<file path="config.mk">
export PLATFORM = sky130hd
export DESIGN_NAME = hazard_ctrl
export DESIGN_NICKNAME = d
export VERILOG_FILES = /design/src/rtl/hazard_ctrl.sv
export SDC_FILE = /design/constraint.sdc
export NUM_CORES = 1
export LEC_CHECK = 0
export BUFFER_PORTS_ARGS = -buffer_cell sky130_fd_sc_hd__buf_4
export CORE_AREA = 2 2 39 41
export DETAILED_ROUTE_END_ITERATION = 8
export DIE_AREA = 0 0 41 43
export PLACE_DENSITY = 0.51
export RECOVER_POWER = 100
export SLEW_MARGIN = 5
export SYNTH_ARGS = -nofsm -noshare
export SYNTH_HDL_FRONTEND = slang
export SYNTH_SLANG_ARGS = --single-unit
</file>
<file path="constraint.sdc">
create_clock -name clk -period 1.4 [get_ports clk]
set_input_delay 0.07 -clock clk [delete_from_list [all_inputs] [get_ports clk]]
set_output_delay 0.07 -clock clk [all_outputs]
set_load 0.05 [all_outputs]
</file>
<file path="src/rtl/hazard_ctrl.sv">
// hazard_ctrl: pipeline hazard controller for the 5-stage RV32I core.
// Handles multi-cycle load-use stalls, data-memory freezes and branch
// redirects. It drives every pipeline-register enable and flush.
// Optional feature macro: HAZARD_PERF_CNT_EN adds saturating performance
// counters for stall, flush and busy cycles.
module hazard_ctrl #(
  parameter int REG_ADDR_W   = 5,
  parameter int LOAD_LAT     = 1,
  parameter int FLUSH_CYCLES = 1,
  parameter int CNT_W        = 32
) (
  input  logic                  clk,
  input  logic                  rst_n,
  input  logic [REG_ADDR_W-1:0] id_ex_rd,
  input  logic                  id_ex_mem_read,
  input  logic [REG_ADDR_W-1:0] if_id_rs1,
  input  logic [REG_ADDR_W-1:0] if_id_rs2,
  input  logic                  rs1_used,
  input  logic                  rs2_used,
  input  logic                  pc_sel,
  input  logic                  dmem_busy,
  output logic                  pc_we,
  output logic                  if_id_we,
  output logic                  id_ex_we,
  output logic                  ex_mem_we,
  output logic                  mem_wb_we,
  output logic                  id_ex_bubble,
  output logic                  if_id_flush,
  output logic                  id_ex_flush,
  output logic                  stall_active
`ifdef HAZARD_PERF_CNT_EN
  ,
  output logic [CNT_W-1:0]      perf_stall_cnt,
  output logic [CNT_W-1:0]      perf_flush_cnt,
  output logic [CNT_W-1:0]      perf_busy_cnt
`endif
);

  // Reject configurations the 3-bit counter or the pipeline cannot honour.
  if (LOAD_LAT < 1 || LOAD_LAT > 7) begin : g_bad_load_lat
    $error("hazard_ctrl: LOAD_LAT=%0d outside 1..7", LOAD_LAT);
  end
  if (FLUSH_CYCLES < 1 || FLUSH_CYCLES > 4) begin : g_bad_flush_cycles
    $error("hazard_ctrl: FLUSH_CYCLES=%0d outside 1..4", FLUSH_CYCLES);
  end
  if (CNT_W < 1) begin : g_bad_cnt_w
    $error("hazard_ctrl: CNT_W=%0d must be at least 1", CNT_W);
  end

  // Counter load values: the first stall or flush cycle is issued from IDLE
  // (or the redirect cycle), so the dedicated states cover the remainder.
  localparam logic [2:0] LD_INIT = 3'(LOAD_LAT - 1);
  localparam logic [2:0] FL_INIT = 3'(FLUSH_CYCLES - 1);

  typedef enum logic [1:0] {
    IDLE,
    LD_STALL,
    FLUSH
  } state_t;

  state_t     state;
  state_t     state_nxt;
  logic [2:0] cnt;
  logic [2:0] cnt_nxt;
  logic       hazard;

  // A load in EX feeds a register that ID actually reads; x0 never hazards.
  assign hazard = id_ex_mem_read && (id_ex_rd != '0) &&
                  ((rs1_used && (id_ex_rd == if_id_rs1)) ||
                   (rs2_used && (id_ex_rd == if_id_rs2)));

  // State and remaining-cycle counter register with synchronous reset.
  always_ff @(posedge clk) begin
    if (!rst_n) begin
      state <= IDLE;
      cnt   <= '0;
    end else begin
      state <= state_nxt;
      cnt   <= cnt_nxt;
    end
  end

  // Next state: busy freezes everything, a redirect aborts any stall.
  always_comb begin
    state_nxt = state;
    cnt_nxt   = cnt;
    if (dmem_busy) begin
      state_nxt = state;
      cnt_nxt   = cnt;
    end else if (pc_sel) begin
      if (FLUSH_CYCLES > 1) begin
        state_nxt = FLUSH;
        cnt_nxt   = FL_INIT;
      end else begin
        state_nxt = IDLE;
        cnt_nxt   = '0;
      end
    end else begin
      case (state)
        IDLE: begin
          if (hazard && (LOAD_LAT > 1)) begin
            state_nxt = LD_STALL;
            cnt_nxt   = LD_INIT;
          end
        end
        LD_STALL, FLUSH: begin
          if (cnt == 3'd1) begin
            state_nxt = IDLE;
            cnt_nxt   = '0;
          end else begin
            cnt_nxt = cnt - 3'd1;
          end
        end
        default: begin
          state_nxt = IDLE;
          cnt_nxt   = '0;
        end
      endcase
    end
  end

  // Enables, bubble and flushes decoded by priority: reset, busy, redirect, stall.
  always_comb begin
    pc_we        = 1'b1;
    if_id_we     = 1'b1;
    id_ex_we     = 1'b1;
    ex_mem_we    = 1'b1;
    mem_wb_we    = 1'b1;
    id_ex_bubble = 1'b0;
    if_id_flush  = 1'b0;
    id_ex_flush  = 1'b0;
    if (!rst_n) begin
      if_id_flush = 1'b1;
      id_ex_flush = 1'b1;
    end else if (dmem_busy) begin
      pc_we     = 1'b0;
      if_id_we  = 1'b0;
      id_ex_we  = 1'b0;
      ex_mem_we = 1'b0;
      mem_wb_we = 1'b0;
    end else if (pc_sel) begin
      if_id_flush = 1'b1;
      id_ex_flush = 1'b1;
    end else if ((state == LD_STALL) || ((state == IDLE) && hazard)) begin
      pc_we        = 1'b0;
      if_id_we     = 1'b0;
      id_ex_bubble = 1'b1;
    end else if (state == FLUSH) begin
      if_id_flush = 1'b1;
    end
    stall_active = !pc_we;
  end

`ifdef HAZARD_PERF_CNT_EN
  logic stall_cycle;

  // A load-stall cycle is one where a bubble is injected into ID/EX.
  assign stall_cycle = rst_n && id_ex_bubble;

  // Saturating event counters, cleared by reset.
  always_ff @(posedge clk) begin
    if (!rst_n) begin
      perf_stall_cnt <= '0;
      perf_flush_cnt <= '0;
      perf_busy_cnt  <= '0;
    end else begin
      if (stall_cycle && (perf_stall_cnt != '1))
        perf_stall_cnt <= perf_stall_cnt + CNT_W'(1);
      if (if_id_flush && (perf_flush_cnt != '1))
        perf_flush_cnt <= perf_flush_cnt + CNT_W'(1);
      if (dmem_busy && (perf_busy_cnt != '1))
        perf_busy_cnt <= perf_busy_cnt + CNT_W'(1);
    end
  end
`endif

endmodule

</file>
# Word-level counts from Yosys, hierarchy flattened
# Cells that the tools add are included.
# word_totals
register_bits	5
wordCells	48
input_bits	22
out_inout_bits	9
# op_classes
eq_ne	7
muxes	24
n_bitwise	1
n_addsub	1
n_reduce_logical	13
# op_table
operator	n
$mux W1	18
$eq A5 B5 Y1	2
$mux W3	2
$pmux W3 S2	1
$logic_and A1 B1 Y1	5
$reduce_bool A5 Y1	1
$mux W2	2
$pmux W2 S2	1
$eq A3 B1 Y1 const B	1
$ne A3 B3 Y1 const B	1
$reduce_and A3 Y1	1
$sub A3 B1 Y3 const B	1
$eq A2 B1 Y1 const B	1
$eq A2 B2 Y1 const B	1
$logic_not A2 Y1	1
$logic_or A1 B1 Y1	2
$ne A2 B2 Y1 const B	1
$reduce_and A2 Y1	1
$reduce_or A2 Y1	1
$logic_not A1 Y1	1
$not A1 Y1	1

# Logic depth before layout (Yosys ltp)
# Gate-level depths: netlist of run 1.
# logic_depth
word_depth	11
ltp_mapped	5
mapped_depth_nobuf	4

# Worst setup path after synthesis of run 1
# Ideal clock, no wire load.
# synth_path
kind	in2out
start	input id_ex_rd[3]
end	output stall_active
slack_ns	-0.418
stages	4
t_required_ns	1.330
path_buffers	0
arrival_time_ns	1.748
path_cell_list	xor2_1 -> nor4_1 -> a32oi_1 -> o21ai_0
# synth_between
elab_chain_len	11
elab_cells_between_ends	15
cone_classes	eq/ne (2); mux (4); reduce/logical (9)
# synth_rtl
item	line	source
from (decl)	14	input logic [REG_ADDR_W-1:0] id_ex_rd,
$eq A5 B5 Y1 (on tied branches)	69, 70	
$logic_and A1 B1 Y1 (on tied branches)	69, 70	
$logic_or A1 B1 Y1	69	((rs1_used && (id_ex_rd == if_id_rs1)) ||
$logic_and A1 B1 Y1 (*)	68	assign hazard = id_ex_mem_read && (id_ex_rd != '0) &&
$logic_and A1 B1 Y1 (*)	144	end else if ((state == LD_STALL) || ((state == IDLE) && hazard)) begin
$logic_or A1 B1 Y1 (*)	144	
$mux W1 (*)	144	
$mux W1 (*)	141	end else if (pc_sel) begin
$mux W1 (*)	135	end else if (dmem_busy) begin
$mux W1 (*)	132	if (!rst_n) begin
$logic_not A1 Y1 (*)	151	stall_active = !pc_we;
to (decl)	30	output logic stall_active
# Every way passes the cells marked *; elsewhere a longest branch is shown, timed or not.

# Final worst setup path of run 1
# layout_path
start	input id_ex_rd[4]
end	output pc_we
# layout_between
elab_chain_len	10
elab_cells_between_ends	14
cone_classes	eq/ne (2); mux (4); reduce/logical (8)
# layout_rtl
item	line	source
$eq A5 B5 Y1 (on tied branches)	69, 70	
$logic_and A1 B1 Y1 (on tied branches)	69, 70	
$logic_or A1 B1 Y1	69	
$logic_and A1 B1 Y1 (*)	68	
$logic_and A1 B1 Y1 (*)	144	
$logic_or A1 B1 Y1 (*)	144	
$mux W1 (*)	144	
$mux W1 (*)	141	
$mux W1 (*)	135	
$mux W1 (*)	132	
to (decl)	22	output logic pc_we,
# Marks and branches as above.

==> metrics list, run 1 <==
- The run finished with clean final reports.
- At the placement stage, the worst setup path has a slack of -0.00613 ns.
* Fraction of final layout cells with drive strength greater than 1: between 60% and 70%
* Ordered cell list for the critical path: buf_6 -> or4_4 -> o2111ai_4 -> o21a_4 -> buf_8
- Total Routing Usage GR: approximately 7.6%
- Pwr dens: 375 mW/mm^2
- Largest cells by area after synthesis: xor2_1, buf_4, xnor2_1, o2111ai_2, nor4_1
- Commonest cells in the netlist: xor2_1, buf_4, nor4_1, o21ai_0, xnor2_1
- The number of pins exceeding their max-slew limit in the final report came to 0.
* # placed instances: between 60 and 70
- Number of standard cells after synthesis: 26
- After layout, the minimum clock period comes to ~1.4 ns.
- The mapped netlist covers ~200 sq um.
* Clock buffer count: 0
- The design has 0 sequential cells.
- Final Hold Vio Count: 0
- Post-CTS setup repair buffer count: 0
* Worst VDD drop: 123 uV
* Finished Cell Area: 483 sq um
* Maximum clock frequency: between 700 and 800 MHz
* Share of synthesized area occupied by flip-flops and latches: 0%
- Largest net degree at the start of global routing: 6
- STA puts the critical path data arrival time at roughly 1.3 ns.
- In the routed layout, each cell is associated on average with a via count of 4.01.
- Number of detailed-routing iterations run before antenna repair: 1
- Number of antenna violations at the first check in global routing: 0
- Area added between synthesis and finish: 144%
- In the routed design, unresolved DRC markers number 0.
* Vias in the first global route: 264
- The largest single stage delay on the critical path is 0.54 ns.
- Combined buffer and inverter count along the critical path: 2
- Worst Tran Pin Value: slightly below 0.6 ns
- Averaged over all synthesized cells, the footprint is around 7.6 sq um.
- The routed design has ~770 um of wire.
- RSZ-0062 raised after global routing: no
- The first global-routing pass estimated ~970 um of wire.
* Violation count after the first detailed-routing iteration: 0
- Of all cell types, the one taking the most synthesized area is xor2_1.
- Post-Syn Nets: between 40 and 50
- 31 I/O pins were placed.
- After detailed routing, the average wire length per cell comes to roughly 11 um.
- After floorplanning, the core was divided into 14 placement rows.
- Post-layout nets: a little under 80
* Total of endpoints with negative setup slack in the final report: 0
* Ys Warns: 0
* CP top delay family: simple AND/OR/NAND/NOR gates
- Buffers placed on the I/O ports in this run total 30.
- Area fraction of the dominant cell type after synthesis: ~35%
* Kind of critical path: in2out
- Summed over all cells, the static leakage comes to 0.000206 uW.
- Summing all placed instances gives a cell area of 427 sq um.
- Startpoint types: primary input
* Share of the cycle needed by the critical path after routing: between 90% and 100%
* Core ar.: 0.00138 sq mm
- Count of hold buffers inserted by post-cts repair: 0
- Post-route non-filler standard cell count: just under 70
* Die footprint: around 0.0018 sq mm
* Max-Slew Margin vs Limit: 60.6%
- Path type of the worst min-delay path: in2out
* Antenna-violating nets left: 0
* Via count: approximately 280
- At the worst endpoint, the required time is ~1.3 ns.
- Routability-driven placement finished with a final weighted congestion of ~0.61.
- Flip-flop and latch area: 0 sq um
- Critical-path maximum fanout: 3
- The worst path meets setup with approximately 0.047 ns of slack.
* Floorplan die height: ~43 um
* Highest-delay cell along the critical path: or4_4
- Max-cap violations in this run came to 0.
- Critical Path Sink Type: primary output
* Netlist cell types: 13
- The initial utilization of the core area, before any placement, comes to 14.3%.
- Cell with the most instances after synthesis: xor2_1
- The number of antenna diodes in the final layout is 0.
- Summed over all layers, the global routing overflow is 0.
- The die is roughly 41 um wide.
## layout by cell type, fill, tap and decap left out
cell type / count
nand2_1: 1
nor4_2: 2
o21a_4: 1
xor2_2: 1
o2111ai_4: 1
or4_4: 1
xnor2_1: 2
clkbuf_1: 5
buf_4: 21
inv_1: 1
and2_0: 1
buf_8: 2
xor2_1: 7
a32oi_2: 1
buf_6: 3
o21ai_1: 2
nor3_2: 1
## stage by stage
stage	total power, uW	hold WS [ns]	util (%)	TNS, ns
CTS	176	0.449	33.5	0
global route	191	0.463	34.9	0
finish	181	0.449	34.9	0
detailed placement	164	0.450	30.8	-0.0113
floorplan	90.4	0.242	-	-0.130
global placement	163	0.453	30.8	-0.0184
## power by group
| part | leakage, uW | internal (uW) | switching [uW] |
|---|---|---|---|
| Combinational | 0.000206 | 81.1 | 99.9 |
| Clock | 0 | 0 | 0 |
| Sequential | 0 | 0 | 0 |
| Total | 0.000206 | 81.1 | 99.9 |
## final timing paths
kind	cells after the start	slack, ns	start	end
hold / removal	3	0.45	dmem_busy	id_ex_bubble
setup / recovery	5	0.05	id_ex_rd[4]	pc_we
## tightest hold or removal path: cells and delay by family
| family | cells | cell delay [ns] |
|---|---|---|
| buffers and inverters | 2 | 0.27 |
| and+or+nand+nor | 1 | 0.04 |
## logic make-up (layout without fill, tap and decap cells)
logic type | Yosys count | in the layout | share of synthesized area [%]
simple gates | 6 | 6 | 17.7
xor+xnor | 10 | 10 | 44.3
compound gates | 5 | 5 | 20.9
buf+inv | 5 | 32 | 17.1
## per-layer routing
metal / GRT usage (%) / part of all wire, % / wire length (um) / up-vias
met1: 5.70 / 29 / 219 / 128
met2: 18.1 / 67 / 517 / 7
met4: 0 / 0 / 0 / 0
met3: 0 / 3.9 / 30 / 0
met5: 0 / 0 / 0 / -
li1: - / - / - / 142
## layout make-up
class,count,area (sq um)
Fill cell,152,901
Timing Repair Buffer,31,240
Multi-Input combinational cell,21,219
Tap cell,16,20.0
Inverter,1,3.75
## what timing repair did
| action | CTS | global route |
|---|---|---|
| setup endpoints to repair | 2 | 2 |
| gates resized for setup | 8 | 6 |
| pin swaps | 3 | 4 |
(Power assumes the default switching activity.)
==> inputs of run 2 (changes only) <==
==> constraint.sdc (replaced) <==
create_clock -name clk -period 1.3 [get_ports clk]
set_input_delay 0.065 -clock clk [delete_from_list [all_inputs] [get_ports clk]]
set_output_delay 0.065 -clock clk [all_outputs]
set_load 0.05 [all_outputs]
==> metrics list, run 2 (synthesis results as in run 1) <==
- Outcome: complete, but fails checks
- Failing checks: setup timing
- FILL cells: 150 (-1.3%)
- Number of maximum-capacitance violations: 0 (unchanged)
- Number of remaining DRC errors: 0 (unchanged)
- The number of global-route vias before repair is 271 (+2.7%).
- Total count of max-transition violations in the final report: 0 (unchanged)
* Port Buf Inserts: 30 (unchanged)
- The peak supply drop came to 133 uV (+8.2%).
- Max-Slew Margin vs Limit: 60.6% (about the same)
- The number of routed nets with antenna violations was 0 (unchanged).
- The initial antenna violation count was 0 (unchanged).
* Total of endpoints with negative setup slack in the final report: 2 (+2)
- Worst EP required: 1.24 ns (-0.09 ns)
- The final antenna diode count came to 0 (unchanged).
- The tightest min-delay check is of the in2out type.
* Largest net degree at the start of global routing: 6 (unchanged)
- Final period demand of the worst path: between 1 and 1.5 ns
- The utilization after layout came to 36.5% (+1.6 points).
* Post-detailed-route wirelength per cell: 11.4 um (+2.6%)
- The core region area was 0.00138 sq mm (unchanged).
- The data arrival time of the worst path was 1.28 ns (about the same).
* HP Start: dmem_busy
- Ordered cell list for the critical path: buf_8 -> or4_4 -> o2111ai_4 -> o21a_4 -> buf_8
- The count of routing violations after the opening detailed-route iteration was 0 (unchanged).
- Critical Path Sink Type: primary output
* # placed instances: 69 (unchanged)
- In the layout the commonest cells are buf_4, xor2_1, buf_6, clkbuf_1, buf_8.
- The final global-route overflow total is 0 (unchanged).
- Critical-path maximum fanout: 3 (unchanged)
* Clock buffer count: 0 (unchanged)
- Pwr dens: 397 mW/mm^2 (+6.0%)
- Total wire length: 798 um (+4.0%)
- The minimum hold slack is 0.407 ns (-0.0417 ns).
- The storage element area is 0 sq um (unchanged).
* Area of the multi-input gates: 219 sq um (unchanged)
* Fraction of final layout cells with drive strength greater than 1: 64.8% (+0.66 points)
- The critical path starts at id_ex_rd[4].
* RSZ-0062 raised after global routing: yes
* Post-route non-filler standard cell count: 70 (+1.4%)
* Area added between synthesis and finish: 156%
- Die footprint: 0.00176 sq mm (unchanged)
- IO Count: 31 (unchanged)
- Total Routing Usage GR: 7.79% (+0.20 points)
- Leakage: 0.000215 uW (+4.4%)
- The most numerous cell type found on the critical path is buf_8.
* Post-layout nets: 78 (+1.3%)
* Most common cell after layout, fill and taps aside: buf_4
* End of the worst hold path: id_ex_bubble
- The largest individual stage delay along the critical path comes from the cell or4_4.
- The cell depth of the worst hold path came to 3 (unchanged).
- The width of the chip was 41 um (unchanged).
* Startpoint types: primary input
* Routability congestion estimate from global placement: 0.608 (+0.12%)
* Row Count: 14 (unchanged)
* Final worst slack: -0.0427 ns (-0.0898 ns)
* Maximum clock frequency: 745 MHz
* First-pass GRT wire length: 1.00 mm (+3.5%)
* Final Hold Vio Count: 0 (unchanged)
- Worst Tran Pin Value: 0.594 ns (+0.000113 ns)
* Peak per-stage delay on the critical path: 0.54 ns (about the same)
* Number of detailed-routing iterations run before antenna repair: 1 (unchanged)
- Share of the cycle needed by the critical path after routing: 103%
* Kind of critical path: in2out
- Overall power: 201 uW (+11%)
- Floorplan die height: 43 um (unchanged)
* Post-detailed-route via-to-cell ratio: 3.93 (-2.1%)
* Initial core utilization: 14.3% (unchanged)
* Via count: 275 (-0.72%)
- Seq Cell Count: 0 (unchanged)
==> run 2: cell types whose count changed in the layout (fill, tap and decap cells not counted), sizes merged <==
| cell | previous run | this run |
|---|---|---|
| buf | 26 | 27 |
==> run 2: worst max path at each step <==
stage,end
CTS,if_id_we
global placement,pc_we
floorplan,pc_we
detailed placement,if_id_we
global route,pc_we
finish,pc_we
==> run 2: repair_timing <==
item | CTS | global route
pin swaps | 5 | 4
hold buffers | 0 | 0
buffers inserted | 1 | 0
setup endpoints to repair | 4 | 4
resized for setup | 10 | 8
==> run 2: cell type report <==
cell class,instances,area share [%]
multi-input combinational,21,43.3
tap,16,3.96
timing repair buffer,32,52.0
inverter,1,0.743
==> run 2: power by group <==
group	total [uW]	internal, uW	switching (uW)	leakage [uW]
logic	201	92.5	108	0.000215
registers	0	0	0	0
clock network	0	0	0	0
total	201	92.5	108	0.000215
==> run 2: worst max-delay path, delay by kind of cell <==
kind,cells,cell delay (ns)
compound gates,2,0.43
buf+inv,2,0.24
simple gates,1,0.54
==> run 2: stage by stage <==
step                      setup WS (ns)  cell area (sq um)  setup TNS, ns
after floorplan                  -0.162                204         -0.386
after global placement          -0.0998                427         -0.252
after detailed placement        -0.0961                427         -0.222
after CTS                       -0.0788                479         -0.157
after global routing            -0.0771                505         -0.242
final                           -0.0427                505        -0.0816
==> run 2: per-layer routing <==
metal  track usage [%]  vias up  share of wire [%]
met4                 0        0                  0
met1              6.01      124                 27
met3                 0        0                3.8
li1                  -      144                  -
met2              18.4        7                 69
met5                 0        -                  0
==> inputs of run 3 (changes only) <==
--- a/config.mk
+++ b/config.mk
@@ -11,6 +11,7 @@
 export DIE_AREA = 0 0 41 43
 export PLACE_DENSITY = 0.51
 export RECOVER_POWER = 100
+export REMOVE_ABC_BUFFERS = 1
 export SLEW_MARGIN = 5
 export SYNTH_ARGS = -nofsm -noshare
 export SYNTH_HDL_FRONTEND = slang
==> metrics list, run 3 (synthesis results as in run 1) <==
* Outcome: complete, but fails checks
- Failing checks: setup timing
- IO Count: 31 (unchanged)
* Flip-flop and latch area: 0 sq um (unchanged)
* Critical Path Sink Type: primary output
* Share of the cycle needed by the critical path after routing: 102% (-1.2 points)
- Final Hold Vio Count: 0 (unchanged)
- The pin count of the biggest net entering global routing came to 6 (unchanged).
* Number of detailed-routing iterations run before antenna repair: 2 (+1)
- Leading cell types in the layout, fill and taps excluded: buf_4, xor2_1, buf_6, clkbuf_1
* Worst hold slack after final layout: 0.447 ns (+0.0397 ns)
- Critical-path maximum fanout: 3 (unchanged)
* Clock buffer count: 0 (unchanged)
* Worst Tran Pin Value: 0.597 ns (+0.00301 ns)
- The core region area is 0.00138 sq mm (unchanged).
* Row Count: 14 (unchanged)
- The worst hold path terminates at id_ex_bubble.
* # placed instances: 69 (unchanged)
* Worst hold path stage count: 3 (unchanged)
* Pwr dens: 401 mW/mm^2 (+0.93%)
* Total count of max-transition violations in the final report: 0 (unchanged)
* Ordered cell list for the critical path: buf_8 -> or4_4 -> o2111ai_4 -> o21a_1 -> buf_6
- The overall die area was 0.00176 sq mm (unchanged).
- Initial core utilization: 14.3% (unchanged)
* Peak per-stage delay on the critical path: 0.53 ns (about the same)
- Antenna-violating nets left: 0 (unchanged)
* Number of remaining DRC errors: 0 (unchanged)
- Relative to the synthesized area, the layout overhead comes to 128%.
- The worst setup path is of the in2out kind.
- Data arrival, critical path: 1.26 ns (-0.02 ns)
- The overall routing resource usage was 8.19% (+0.40 points).
- HP Start: dmem_busy
* Leakage: 0.000202 uW (-6.1%)
* Count of hold buffers inserted by post-cts repair: 0 (unchanged)
- The number of max-cap violations was 0 (unchanged).
- The final estimated routing congestion in global placement is 0.653 (+7.5%).
* Most common cell after layout, fill and taps aside: buf_4
* Maximum clock frequency: 753 MHz (+1.1%)
- The required time at the worst-slack endpoint was 1.24 ns (about the same).
- The total design power was 181 uW (-10%).
- The final cell count without fillers was 70 (unchanged).
- Horiz. Die Dim: 41 um (unchanged)
- The routed wire length per instance was 9.73 um (-15%).
* Number of antenna violations at the first check in global routing: 0 (unchanged)
* Finished Core Util: 32.5% (-4.0 points)
- Port Buf Inserts: 30 (unchanged)
- The peak supply drop came to 136 uV (+1.6%).
* Violation count after the first detailed-routing iteration: 1 (+1)
- Area of the multi-input gates: 179 sq um (-18%)
- The number of sequential cells was 0 (unchanged).
- The number of nets at the end of the flow was 78 (unchanged).
- Final period demand of the worst path: 1.33 ns (-0.0150 ns)
- The fill cell instance count of the final layout came to 164 (+9.3%).
- Remaining global-route overflow: 0 (unchanged)
* First-pass GRT wire length: 1.08 mm (+7.6%)
- Floorplan die height: 43 um (unchanged)
- Max-Slew Margin vs Limit: 60.4% (-0.20 points)
* Total of endpoints with negative setup slack in the final report: 3 (+1)
- Via count: 275 (unchanged)
- Final worst slack: -0.0276 ns (+0.0150 ns)
- Fraction of final layout cells with drive strength greater than 1: 53.7% (-11 points)
- Startpoint types: primary input
* Vias in the first global route: 254 (-6.3%)
- Setup repair after global routing could not meet its margin everywhere.
- Highest-delay cell along the critical path: or4_4
- The final wirelength is 681 um (-15%).
- Path type of the worst min-delay path: in2out
* Number of diodes: 0 (unchanged)
* Post-detailed-route via-to-cell ratio: 3.93 (unchanged)
run 3: worst max path at each step:
| stage | cells past startpoint | start | slack (ns) | to |
|---|---|---|---|---|
| finish | 5 | id_ex_rd[1] | -0.03 | pc_we |
| global route | 5 | id_ex_rd[1] | -0.08 | pc_we |
| CTS | 5 | id_ex_rd[1] | -0.05 | pc_we |
| detailed placement | 5 | id_ex_rd[1] | -0.06 | pc_we |
| global placement | 5 | id_ex_rd[1] | -0.06 | if_id_we |
| floorplan | 2 | pc_sel | -0.97 | id_ex_flush |
run 3: metrics by stage:
stage	setup WS, ns	setup TNS (ns)	instance area [sq um]
finish	-0.0276	-0.0554	450
global placement	-0.0560	-0.125	420
detailed placement	-0.0645	-0.175	420
floorplan	-0.975	-4.54	168
global route	-0.0825	-0.293	450
CTS	-0.0508	-0.112	454
run 3: repair_timing:
action,4_1_cts,5_1_grt
pin swaps,0,4
gates cloned,0,0
buffers inserted,1,0
setup endpoints to repair,4,4
resized for setup,5,5
run 3: report_power, final:
group | switching [uW] | internal [uW]
clock network | 0 | 0
registers | 0 | 0
logic | 97.1 | 83.6
run 3: metal layers:
| metal | vias to the layer above | global-route usage, % | share of wire [%] |
|---|---|---|---|
| met5 | - | 0 | 0 |
| met4 | 0 | 0 | 0 |
| met3 | 0 | 0.524 | 12 |
| met2 | 15 | 14.7 | 55 |
| met1 | 112 | 10.8 | 33 |
| li1 | 148 | - | - |
run 3: critical path: cells and delay by family:
kind | cells | cell delay [ns]
AO/OA/AOI/OAI | 2 | 0.39
buffers and inverters | 2 | 0.27
AND/OR/NAND/NOR | 1 | 0.53
run 3: final cells by class:
cell class	instances	area share, %
inverter	1	0.833
multi-input combinational	21	39.7
tap	16	4.44
timing repair buffer	32	55.0
